File: src/rtl/mod_reg16_drain_sched_pkg.sv
// ---------------------------------------------------------------------------
// aes_sched_pkg
// Shared types and constants for the 16-byte output register drain
// scheduler: block size, byte counter type, FSM state encoding and the
// per-source valid/grant vector type.
// ---------------------------------------------------------------------------
package aes_sched_pkg;

   localparam int N_BYTES = 16;
   localparam int CNT_W   = $clog2(N_BYTES);

   typedef enum logic [1:0] {IDLE, LOAD, DRAIN, DONE} sched_state_t;

   typedef logic [1:0]       src_vec_t;
   typedef logic [CNT_W-1:0] cnt_t;

   // Counter value during the push of the final byte of a block.
   localparam cnt_t LAST_BYTE = cnt_t'(N_BYTES - 1);

endpackage

File: src/rtl/mod_reg16_drain_sched_if.sv
// ---------------------------------------------------------------------------
// mod_reg16_drain_sched_if
// Bundles the producer handshake, register control and FIFO write signals
// of the drain scheduler.
//   master : the scheduler (drives grants, register strobes, FIFO push,
//            status).
//   slave  : the surrounding logic (producers, register, FIFO).
// Signals:
//   blk_valid [2]  per-source block ready          (slave -> master)
//   blk_ready [2]  one-hot, one-cycle grant         (master -> slave)
//   sel_src        register input mux select        (master -> slave)
//   reg_wr_en      register parallel-load strobe    (master -> slave)
//   reg_req        register byte pop strobe         (master -> slave)
//   reg_empty      register has no bytes left       (slave -> master)
//   fifo_full      downstream FIFO cannot accept    (slave -> master)
//   fifo_push      register byte valid, write FIFO  (master -> slave)
//   byte_cnt  [4]  bytes pushed in current block    (master -> slave)
//   busy           scheduler not idle               (master -> slave)
//   blk_done       one-cycle end-of-block pulse     (master -> slave)
//   err            sticky register-protocol error   (master -> slave)
// ---------------------------------------------------------------------------
interface mod_reg16_drain_sched_if;
   import aes_sched_pkg::*;

   src_vec_t blk_valid;
   src_vec_t blk_ready;
   logic     sel_src;
   logic     reg_wr_en;
   logic     reg_req;
   logic     reg_empty;
   logic     fifo_full;
   logic     fifo_push;
   cnt_t     byte_cnt;
   logic     busy;
   logic     blk_done;
   logic     err;

   modport master (
      input  blk_valid, reg_empty, fifo_full,
      output blk_ready, sel_src, reg_wr_en, reg_req, fifo_push,
             byte_cnt, busy, blk_done, err
   );

   modport slave (
      output blk_valid, reg_empty, fifo_full,
      input  blk_ready, sel_src, reg_wr_en, reg_req, fifo_push,
             byte_cnt, busy, blk_done, err
   );

endinterface

File: src/rtl/mod_reg16_drain_sched_rr_arb2.sv
// ---------------------------------------------------------------------------
// rr_arb2
// Two-way round-robin arbiter. The grant is combinational from req and the
// internal priority pointer; the pointer is loaded from `ptr` when `update`
// is high (the scheduler does this once per block, handing priority to the
// source that was not just served).
// Ports:
//   clk, reset  clock, synchronous active-high reset (pointer -> 0)
//   req   [2]   per-source request
//   ptr         pointer value to load on update
//   update      load strobe for the pointer
//   gnt   [2]   one-hot grant (0 when no request)
//   gnt_id      index of the granted source
// ---------------------------------------------------------------------------
module rr_arb2
   import aes_sched_pkg::*;
(
   input  logic     clk,
   input  logic     reset,
   input  src_vec_t req,
   input  logic     ptr,
   input  logic     update,
   output src_vec_t gnt,
   output logic     gnt_id
);

   logic ptr_q;
   logic ptr_d;

   // NOTE: every signal written in an always_comb gets a default first, so
   // no path through the block leaves it unassigned and no latch is inferred.
   always_comb begin
      ptr_d = ptr_q;
      if (update) begin
         ptr_d = ptr;
      end
   end

   // NOTE: state registers use non-blocking assignments so all flops sample
   // their inputs from the same edge regardless of process ordering.
   always_ff @(posedge clk) begin
      if (reset) begin
         ptr_q <= 1'b0;
      end else begin
         ptr_q <= ptr_d;
      end
   end

   // Single request wins outright; on contention the pointer decides.
   always_comb begin
      gnt_id = 1'b0;
      case (req)
         2'b01:   gnt_id = 1'b0;
         2'b10:   gnt_id = 1'b1;
         2'b11:   gnt_id = ptr_q;
         default: gnt_id = 1'b0;
      endcase
      gnt = (req == 2'b00) ? 2'b00 : (gnt_id ? 2'b10 : 2'b01);
   end

endmodule

File: src/rtl/mod_reg16_drain_sched.sv
// ---------------------------------------------------------------------------
// mod_reg16_drain_sched
// Sequences the 16-byte parallel-load / byte-serial register after the last
// AddRoundKey stage: grants the register to one of two block producers
// (round robin), pulses the parallel load, then drains the 16 bytes into
// the downstream byte FIFO at one byte per two cycles, stalling on FIFO full.
// Ports:
//   clk    clock, all logic on posedge
//   reset  synchronous active-high reset
//   bus    scheduler side (master) of mod_reg16_drain_sched_if
// ---------------------------------------------------------------------------
module mod_reg16_drain_sched
   import aes_sched_pkg::*;
(
   input  logic                           clk,
   input  logic                           reset,
   mod_reg16_drain_sched_if.master        bus
);

   sched_state_t state_q,     state_d;
   logic         phase_q,     phase_d;
   cnt_t         byte_cnt_q,  byte_cnt_d;
   logic         err_q,       err_d;
   src_vec_t     blk_ready_q, blk_ready_d;
   logic         sel_src_q,   sel_src_d;
   logic         reg_wr_en_q, reg_wr_en_d;
   logic         blk_done_q,  blk_done_d;
   logic         busy_q,      busy_d;

   src_vec_t     arb_gnt;
   logic         arb_gnt_id;
   logic         arb_update;
   logic         last_push;

   // At DONE the pointer is loaded with the complement of the source just
   // served, so the other producer wins the next tie.
   rr_arb2 u_arb (
      .clk    (clk),
      .reset  (reset),
      .req    (bus.blk_valid),
      .ptr    (~sel_src_q),
      .update (arb_update),
      .gnt    (arb_gnt),
      .gnt_id (arb_gnt_id)
   );

   always_comb begin
      state_d     = state_q;
      phase_d     = phase_q;
      byte_cnt_d  = byte_cnt_q;
      err_d       = err_q;
      sel_src_d   = sel_src_q;
      blk_ready_d = '0;
      reg_wr_en_d = 1'b0;
      blk_done_d  = 1'b0;
      arb_update  = 1'b0;
      // Push cycle of the 16th byte; the counter wraps to 0 on this push.
      last_push   = phase_q && (byte_cnt_q == LAST_BYTE);

      case (state_q)
         IDLE: begin
            if (|bus.blk_valid) begin
               state_d     = LOAD;
               blk_ready_d = arb_gnt;
               reg_wr_en_d = 1'b1;
               sel_src_d   = arb_gnt_id;
            end
         end
         LOAD: begin
            state_d    = DRAIN;
            byte_cnt_d = '0;
            phase_d    = 1'b0;
         end
         DRAIN: begin
            if (phase_q) begin
               byte_cnt_d = byte_cnt_q + 1'b1;
               phase_d    = 1'b0;
               if (last_push) begin
                  state_d    = DONE;
                  blk_done_d = 1'b1;
               end
            end else if (!bus.fifo_full) begin
               // Only writer of the FIFO: a slot seen free at request time
               // is still free on the following push cycle.
               phase_d = 1'b1;
            end
            // The register may only run dry once the 16th byte is out.
            if (bus.reg_empty && !last_push) begin
               err_d = 1'b1;
            end
         end
         DONE: begin
            state_d    = IDLE;
            sel_src_d  = 1'b0;
            arb_update = 1'b1;
            if (!bus.reg_empty) begin
               err_d = 1'b1;
            end
         end
         default: state_d = IDLE;
      endcase

      busy_d = (state_d != IDLE);
   end

   always_ff @(posedge clk) begin
      if (reset) begin
         state_q     <= IDLE;
         phase_q     <= 1'b0;
         byte_cnt_q  <= '0;
         err_q       <= 1'b0;
         blk_ready_q <= '0;
         sel_src_q   <= 1'b0;
         reg_wr_en_q <= 1'b0;
         blk_done_q  <= 1'b0;
         busy_q      <= 1'b0;
      end else begin
         state_q     <= state_d;
         phase_q     <= phase_d;
         byte_cnt_q  <= byte_cnt_d;
         err_q       <= err_d;
         blk_ready_q <= blk_ready_d;
         sel_src_q   <= sel_src_d;
         reg_wr_en_q <= reg_wr_en_d;
         blk_done_q  <= blk_done_d;
         busy_q      <= busy_d;
      end
   end

   // The pop request is qualified by the live fifo_full so no request is
   // ever issued in a cycle where the FIFO reports full.
   assign bus.reg_req   = (state_q == DRAIN) && !phase_q && !bus.fifo_full;
   // phase is only ever set inside DRAIN, so it marks the push cycle.
   assign bus.fifo_push = phase_q;
   assign bus.blk_ready = blk_ready_q;
   assign bus.sel_src   = sel_src_q;
   assign bus.reg_wr_en = reg_wr_en_q;
   assign bus.byte_cnt  = byte_cnt_q;
   assign bus.busy      = busy_q;
   assign bus.blk_done  = blk_done_q;
   assign bus.err       = err_q;

endmodule
File: src/flat_wrapper.sv
// flat-port wrapper written by rule: the top's interface ports become plain ports
module mod_reg16_drain_sched_flat import aes_sched_pkg::*;
  (clk, reset, bus_blk_valid, bus_reg_empty, bus_fifo_full, bus_blk_ready, bus_sel_src, bus_reg_wr_en, bus_reg_req, bus_fifo_push, bus_byte_cnt, bus_busy, bus_blk_done, bus_err);
  mod_reg16_drain_sched_if bus_i ();
  input  logic clk;
  input  logic reset;
  input wire logic [$bits(bus_i.blk_valid)-1:0] bus_blk_valid;
  input wire logic [$bits(bus_i.reg_empty)-1:0] bus_reg_empty;
  input wire logic [$bits(bus_i.fifo_full)-1:0] bus_fifo_full;
  output wire logic [$bits(bus_i.blk_ready)-1:0] bus_blk_ready;
  output wire logic [$bits(bus_i.sel_src)-1:0] bus_sel_src;
  output wire logic [$bits(bus_i.reg_wr_en)-1:0] bus_reg_wr_en;
  output wire logic [$bits(bus_i.reg_req)-1:0] bus_reg_req;
  output wire logic [$bits(bus_i.fifo_push)-1:0] bus_fifo_push;
  output wire logic [$bits(bus_i.byte_cnt)-1:0] bus_byte_cnt;
  output wire logic [$bits(bus_i.busy)-1:0] bus_busy;
  output wire logic [$bits(bus_i.blk_done)-1:0] bus_blk_done;
  output wire logic [$bits(bus_i.err)-1:0] bus_err;
  assign bus_i.blk_valid = bus_blk_valid;
  assign bus_i.reg_empty = bus_reg_empty;
  assign bus_i.fifo_full = bus_fifo_full;
  assign bus_blk_ready = bus_i.blk_ready;
  assign bus_sel_src = bus_i.sel_src;
  assign bus_reg_wr_en = bus_i.reg_wr_en;
  assign bus_reg_req = bus_i.reg_req;
  assign bus_fifo_push = bus_i.fifo_push;
  assign bus_byte_cnt = bus_i.byte_cnt;
  assign bus_busy = bus_i.busy;
  assign bus_blk_done = bus_i.blk_done;
  assign bus_err = bus_i.err;
  mod_reg16_drain_sched u_core (.clk(clk), .reset(reset), .bus(bus_i));
endmodule
File: config.mk
export PLATFORM = sky130hd
export DESIGN_NAME = mod_reg16_drain_sched_flat
export DESIGN_NICKNAME = d
export VERILOG_FILES = /design/src/rtl/mod_reg16_drain_sched_pkg.sv /design/src/rtl/mod_reg16_drain_sched_if.sv /design/src/rtl/mod_reg16_drain_sched_rr_arb2.sv /design/src/rtl/mod_reg16_drain_sched.sv /design/src/flat_wrapper.sv
export SDC_FILE = /design/constraint.sdc
export NUM_CORES = 1
export LEC_CHECK = 0
export CORE_ASPECT_RATIO = 0.8
export CORE_MARGIN = 2
export CORE_UTILIZATION = 23
export DETAILED_ROUTE_END_ITERATION = 12
export MAX_ROUTING_LAYER = met4
export PLACE_DENSITY = 0.51
export SYNTH_ARGS = -nofsm -noshare
export SYNTH_HDL_FRONTEND = slang
export SYNTH_SLANG_ARGS = --single-unit
File: constraint.sdc
create_clock -name clk -period 2.51 [get_ports clk]
set_clock_uncertainty 0.1 [all_clocks]
set_input_delay 0.3765 -clock clk [delete_from_list [all_inputs] [get_ports clk]]
set_output_delay 0.3765 -clock clk [all_outputs]
set_load 0.01 [all_outputs]
### Word level (Yosys, flattened, before mapping)

Index checks and enable logic that the tools add are counted.

| word-level totals | value |
|---|---|
| bits in registers | 15 |
| bits of input ports | 6 |
| output and inout port bits | 13 |
| word-level logic and storage cells | 65 |

| cells by class | value |
|---|---|
| $add $sub $neg | 1 |
| eq/ne operators | 10 |
| multiplexer cells | 19 |
| bitwise gates (word level) | 5 |
| reductions and logical operators | 20 |

Operator list:

| kind | count |
|---|---|
| $eq A2 B2 Y1 const B | 4 |
| $mux W1 | 8 |
| $mux W2 | 4 |
| $pmux W1 S2 | 4 |
| $pmux W2 S4 | 1 |
| $pmux W4 S2 | 1 |
| $reduce_bool A2 Y1 | 4 |
| $ne A2 B1 Y1 const B | 3 |
| $not A1 Y1 | 5 |
| $add A4 B1 Y4 const B | 1 |
| $eq A4 B4 Y1 const B | 1 |
| $logic_and A1 B1 Y1 | 4 |
| $logic_not A2 Y1 | 2 |
| $mux W4 | 1 |
| $reduce_and A2 Y1 | 2 |
| $reduce_or A2 Y1 | 2 |
| $reduce_or A4 Y1 | 1 |
| $logic_not A1 Y1 | 3 |
| $reduce_and A3 Y1 | 1 |
| $reduce_or A3 Y1 | 1 |
| $eq A2 B1 Y1 const B | 1 |
| $ne A2 B2 Y1 const B | 1 |

### Logic depth before layout (Yosys ltp)

| depth | value |
|---|---|
| word-level depth | 6 |
| mapped depth | 6 |
| gate-level depth less buffers | 5 |

### Hierarchy

From an unflattened synthesis, not the netlist that was laid out.

| unflattened totals | value |
|---|---|
| cell total of the unflattened synthesis | 86 |
| area total of the unflattened synthesis | 775.7 µm² |

By module, submodules not included:

| module | instances | cells each | area each (µm²) | sequential area each (µm²) |
|---|---|---|---|---|
| mod_reg16_drain_sched | 1 | 79 | 715.7 | 280.3 |
| rr_arb2 | 1 | 7 | 60.1 | 20.0 |

### Least setup slack after synthesis

No wires, ideal clock.

| timing | value |
|---|---|
| path type | register -> output |
| from | reg u_core.state_q[0] |
| to | out bus_reg_req |
| arrival time | 945 ps |
| required time | 2034 ps |
| setup slack | 1089 ps |
| stages on the path, launching flop included | 4 |
| buffers on the path | 0 |
| cell sequence | dfxtp_1 inv_1 ha_1 nor3b_1 |

| on the way | value |
|---|---|
| word-level cells in the longest chain between the ends | 3 |

Ends and longest elaborated chain:

| what | RTL line | RTL |
|---|---|---|
| start: declaration | mod_reg16_drain_sched.sv:20 | `sched_state_t state_q, state_d;` |
| start signal: assignment | mod_reg16_drain_sched.sv:118 | `state_q <= state_d;` |
| $eq A2 B2 Y1 | mod_reg16_drain_sched.sv:132 | `assign bus.reg_req = (state_q == DRAIN) && !phase_q && !bus.fifo_full;` |
| $logic_and A1 B1 Y1 (2 in series) | mod_reg16_drain_sched.sv:132 |  |
| end: declaration | flat_wrapper.sv:13 | `output wire logic [$bits(bus_i.reg_req)-1:0] bus_reg_req;` |

Every way passes these cells.

### Worst setup path after layout

Ends and elaborated chain as after synthesis.

==> tab_implementation.tex <==
\begin{tabular}{lr}
\hline
Metric & Value \\
\hline
\multicolumn{2}{l}{\textbf{STA}} \\
Final cycle utilization of the critical path & 0.857 \\
Setup WS post-layout & 0.359 ns \\
Setup repair after global routing missed its margin & false \\
Max-Slew Margin vs Limit & 0.655 \\
Pin slew with the least headroom to its limit & 0.515 ns \\
Min Clock Period, post-route & 2.15 ns \\
Number of pins exceeding their max-slew limit in the final report & 0 \\
Peak clock frequency supported by timing & 0.465 GHz \\
Final-report hold violation count & 0 \\
Setup-failing EPs final & 0 \\
Setup total negative slack & 0 ns \\
\multicolumn{2}{l}{\textbf{Critical path}} \\
Critical-path cell list & inv\_1, ha\_1, nor3b\_1, clkdlybuf4s50\_1 \\
Worst Path Arrival & 1.67 ns \\
Number of logic stages on the critical path including buffering & 4 \\
CP required & 2.03 ns \\
Crit path capture type & output port \\
Type of origin of the critical path & flip-flop \\
Crit path buffers/inverters & 2 \\
Setup CP Type & flip-flop to output port \\
Largest stage delay on the critical path & 0.59 ns \\
Crit path max fanout & 4 \\
Kind of cell with the highest combined delay on the critical path & buffers and inverters \\
R2r worst-path depth & 6 \\
Max stage delay cell, worst path & sky130\_fd\_sc\_hd\_\_clkdlybuf4s50\_1 \\
\multicolumn{2}{l}{\textbf{Clock tree}} \\
Post-CTS resize count & 0 \\
Clock buffers created by TritonCTS & 3 \\
Number of buffers inserted by hold repair at cts & 0 \\
Buffer type at the clock tree root & sky130\_fd\_sc\_hd\_\_clkbuf\_8 \\
Clock insertion delay at the later pin of the skew report & 0.25 ns \\
Number of buffers on the longest clock path & 2 \\
Setup repair bufs after CTS & 0 \\
H-tree level count & 1 \\
CTS sink count & 15 \\
Clock transition at path regs & 0.06 ns \\
TritonCTS clock tree & done \\
\multicolumn{2}{l}{\textbf{Synthesis}} \\
Share of the yosys chip area belonging to registers & 0.440 \\
Synth warn & 0 \\
Yosys top cell by area & sky130\_fd\_sc\_hd\_\_dfxtp\_1 \\
Leading cell types by total area after synthesis & sky130\_fd\_sc\_hd\_\_dfxtp\_1, sky130\_fd\_sc\_hd\_\_ha\_1, sky130\_fd\_sc\_hd\_\_a21oi\_1 \\
Synthesized flop and latch total & 15 \\
Average cell area after synthesis & 9.60 um2 \\
Share of the synthesized area in the top cell type & 0.440 \\
Synth Net Count & 82 \\
Count of cell types in the netlist & 29 \\
Total standard cell area after synthesis & 682 um2 \\
Number of instances in the synthesized netlist & 71 \\
\multicolumn{2}{l}{\textbf{Floorplan}} \\
Die outline height & 52.7 um \\
Number of top-level pins & 19 \\
Floorplan row count & 17 \\
Core ar. & 2790 um2 \\
Effective utilization at floorplan & 0.245 \\
Die span in x & 64.9 um \\
Area of the die & 3420 um2 \\
\multicolumn{2}{l}{\textbf{Job}} \\
Max-cap violations & 0 \\
\multicolumn{2}{l}{\textbf{Detailed routing}} \\
Vias post-DR & 549 \\
Wire per inst & 10.6 um \\
Router iterations before antenna repair & 2 \\
WL final & 1.36 mm \\
Via density per instance & 4.26 \\
Number of design rule violations left after detail routing & 0 \\
Remaining number of nets flagged by the antenna check after routing & 0 \\
DRC violation total after the first TritonRoute iteration & 15 \\
\multicolumn{2}{l}{\textbf{Global route}} \\
Global-route wire length before repair & 2.16 mm \\
Via count of the first global-routing pass & 457 \\
Overall routing resource usage & 0.0908 \\
Remaining global-route overflow & 0 \\
Antenna violations before repair & 0 \\
Largest net degree at the start of global routing & 14 \\
\multicolumn{2}{l}{\textbf{Placement}} \\
Final weighted congestion in routability-driven placement & 0.753 \\
Buffers on Ports & 18 \\
Dpl ws & 0.427 ns \\
Half-perimeter wire length of the detailed placement result & 998 um \\
\multicolumn{2}{l}{\textbf{Cells and area}} \\
Fraction of the core area covered by cells at the end of the flow & 0.337 \\
Syn-to-layout area delta & 37.8\% \\
Post-layout net count & 103 \\
Antenna cell count & 0 \\
Fraction of layout instances using a drive strength above 1 & 0.0769 \\
\multicolumn{2}{l}{\textbf{Hold path}} \\
Path class of the lowest-slack min-delay path & flip-flop to flip-flop \\
Number of cells traversed by the worst hold path & 1 \\
\multicolumn{2}{l}{\textbf{Power and ir drop}} \\
Worst voltage drop across the vdd grid & 0.000451 V \\
PwrDens & 696 nW/um2 \\
Leakage power summed over all cells & 0.363 nW \\
\multicolumn{2}{l}{\textbf{Outcome}} \\
Outcome & completed \\
\hline
\end{tabular}
-- report_power, final --
part	internal, mW	switching, mW
combinational	0.0919	0.0849
sequential	0.265	0.0175
clock	0.112	0.0820
-- logic make-up after synthesis --
group                    share of synthesized area
AND/OR/NAND/NOR                              0.248
AO/OA/AOI/OAI                                0.141
flip-flops                                   0.440
buffers and inverters                       0.0495
adder cells (fa/ha/maj)                     0.0917
multiplexers                                0.0294
-- per-layer routing --
layer / part of all wire / global-route usage / routed length (um)
met1: 0.57 / 0.132 / 784
met2: 0.37 / 0.0997 / 501
met3: 0.051 / 0.0473 / 70
met4: 0.0059 / 0.0319 / 8
met5: 0 / - / 0
-- final cells by class --
class,count,area (um2)
Fill cell,275,1850
Sequential cell,15,300
Multi-Input combinational cell,50,348
Tap cell,38,47.5
Timing Repair Buffer,19,188
Inverter,3,11.3
Clock buffer,4,45.0
-- synth_stat cells (all sizes together) --
cell type	n
inv	3
and3	1
or3	1
a31oi	2
a32oi	1
o21ba	1
and3b	1
nand2	6
nor3b	1
nand4	2
a2bb2oi	1
o311ai	1
nand3	1
or2	1
a21oi	5
nor2b	4
nor2	6
nor3	2
ha	5
dfxtp	15
nand4b	1
a211oi	1
buf	2
nand2b	1
o21ai	3
mux2i	2
clkbuf	1
-- through the flow --
stage                     power, mW  cells  cell area [um2]  hold slack (ns)
after floorplan               0.398     71              682            0.317
after global placement        0.464    125              895            0.363
after detailed placement      0.464    125              895            0.369
after CTS                     0.664    129              940            0.375
after global routing          0.698    129              940            0.385
final                         0.654    129              940            0.368
-- state kept, by name, summed over array words and instances, names as in the netlist --
signal	cells
u_core.bus.blk_done	1
u_core.u_arb.ptr_q	1
u_core.bus.busy	1
u_core.bus.blk_ready	2
u_core.bus.byte_cnt	4
u_core.state_q	2
u_core.bus.sel_src	1
u_core.bus.fifo_push	1
u_core.bus.err	1
u_core.bus.reg_wr_en	1
-- layout by cell type (no fill, tap or decap), drive strengths merged, types with 2 or more instances in the layout --
master / instances
a21oi: 5
a31oi: 2
clkbuf: 4
clkdlybuf4s50: 18
dfxtp: 15
ha: 5
inv: 3
mux2i: 2
nand2: 6
nand4: 2
nor2: 6
nor2b: 4
nor3: 2
o21ai: 3
-- worst paths after layout --
| check | startpoint | to | slack, ns |
|---|---|---|---|
| hold reg to reg | u_core.bus.sel_src$_SDFFE_PP0P_ | u_core.u_arb.ptr_q$_SDFFE_PP0P_ | 0.37 |
| setup / recovery | u_core.state_q[0]$_SDFF_PP0_ | bus_reg_req | 0.36 |
| setup reg to reg | u_core.state_q[0]$_SDFF_PP0_ | u_core.bus.busy$_SDFF_PP0_ | 0.89 |
| hold / removal | u_core.bus.sel_src$_SDFFE_PP0P_ | u_core.u_arb.ptr_q$_SDFFE_PP0P_ | 0.37 |
Power figures use the tool's default switching activity.
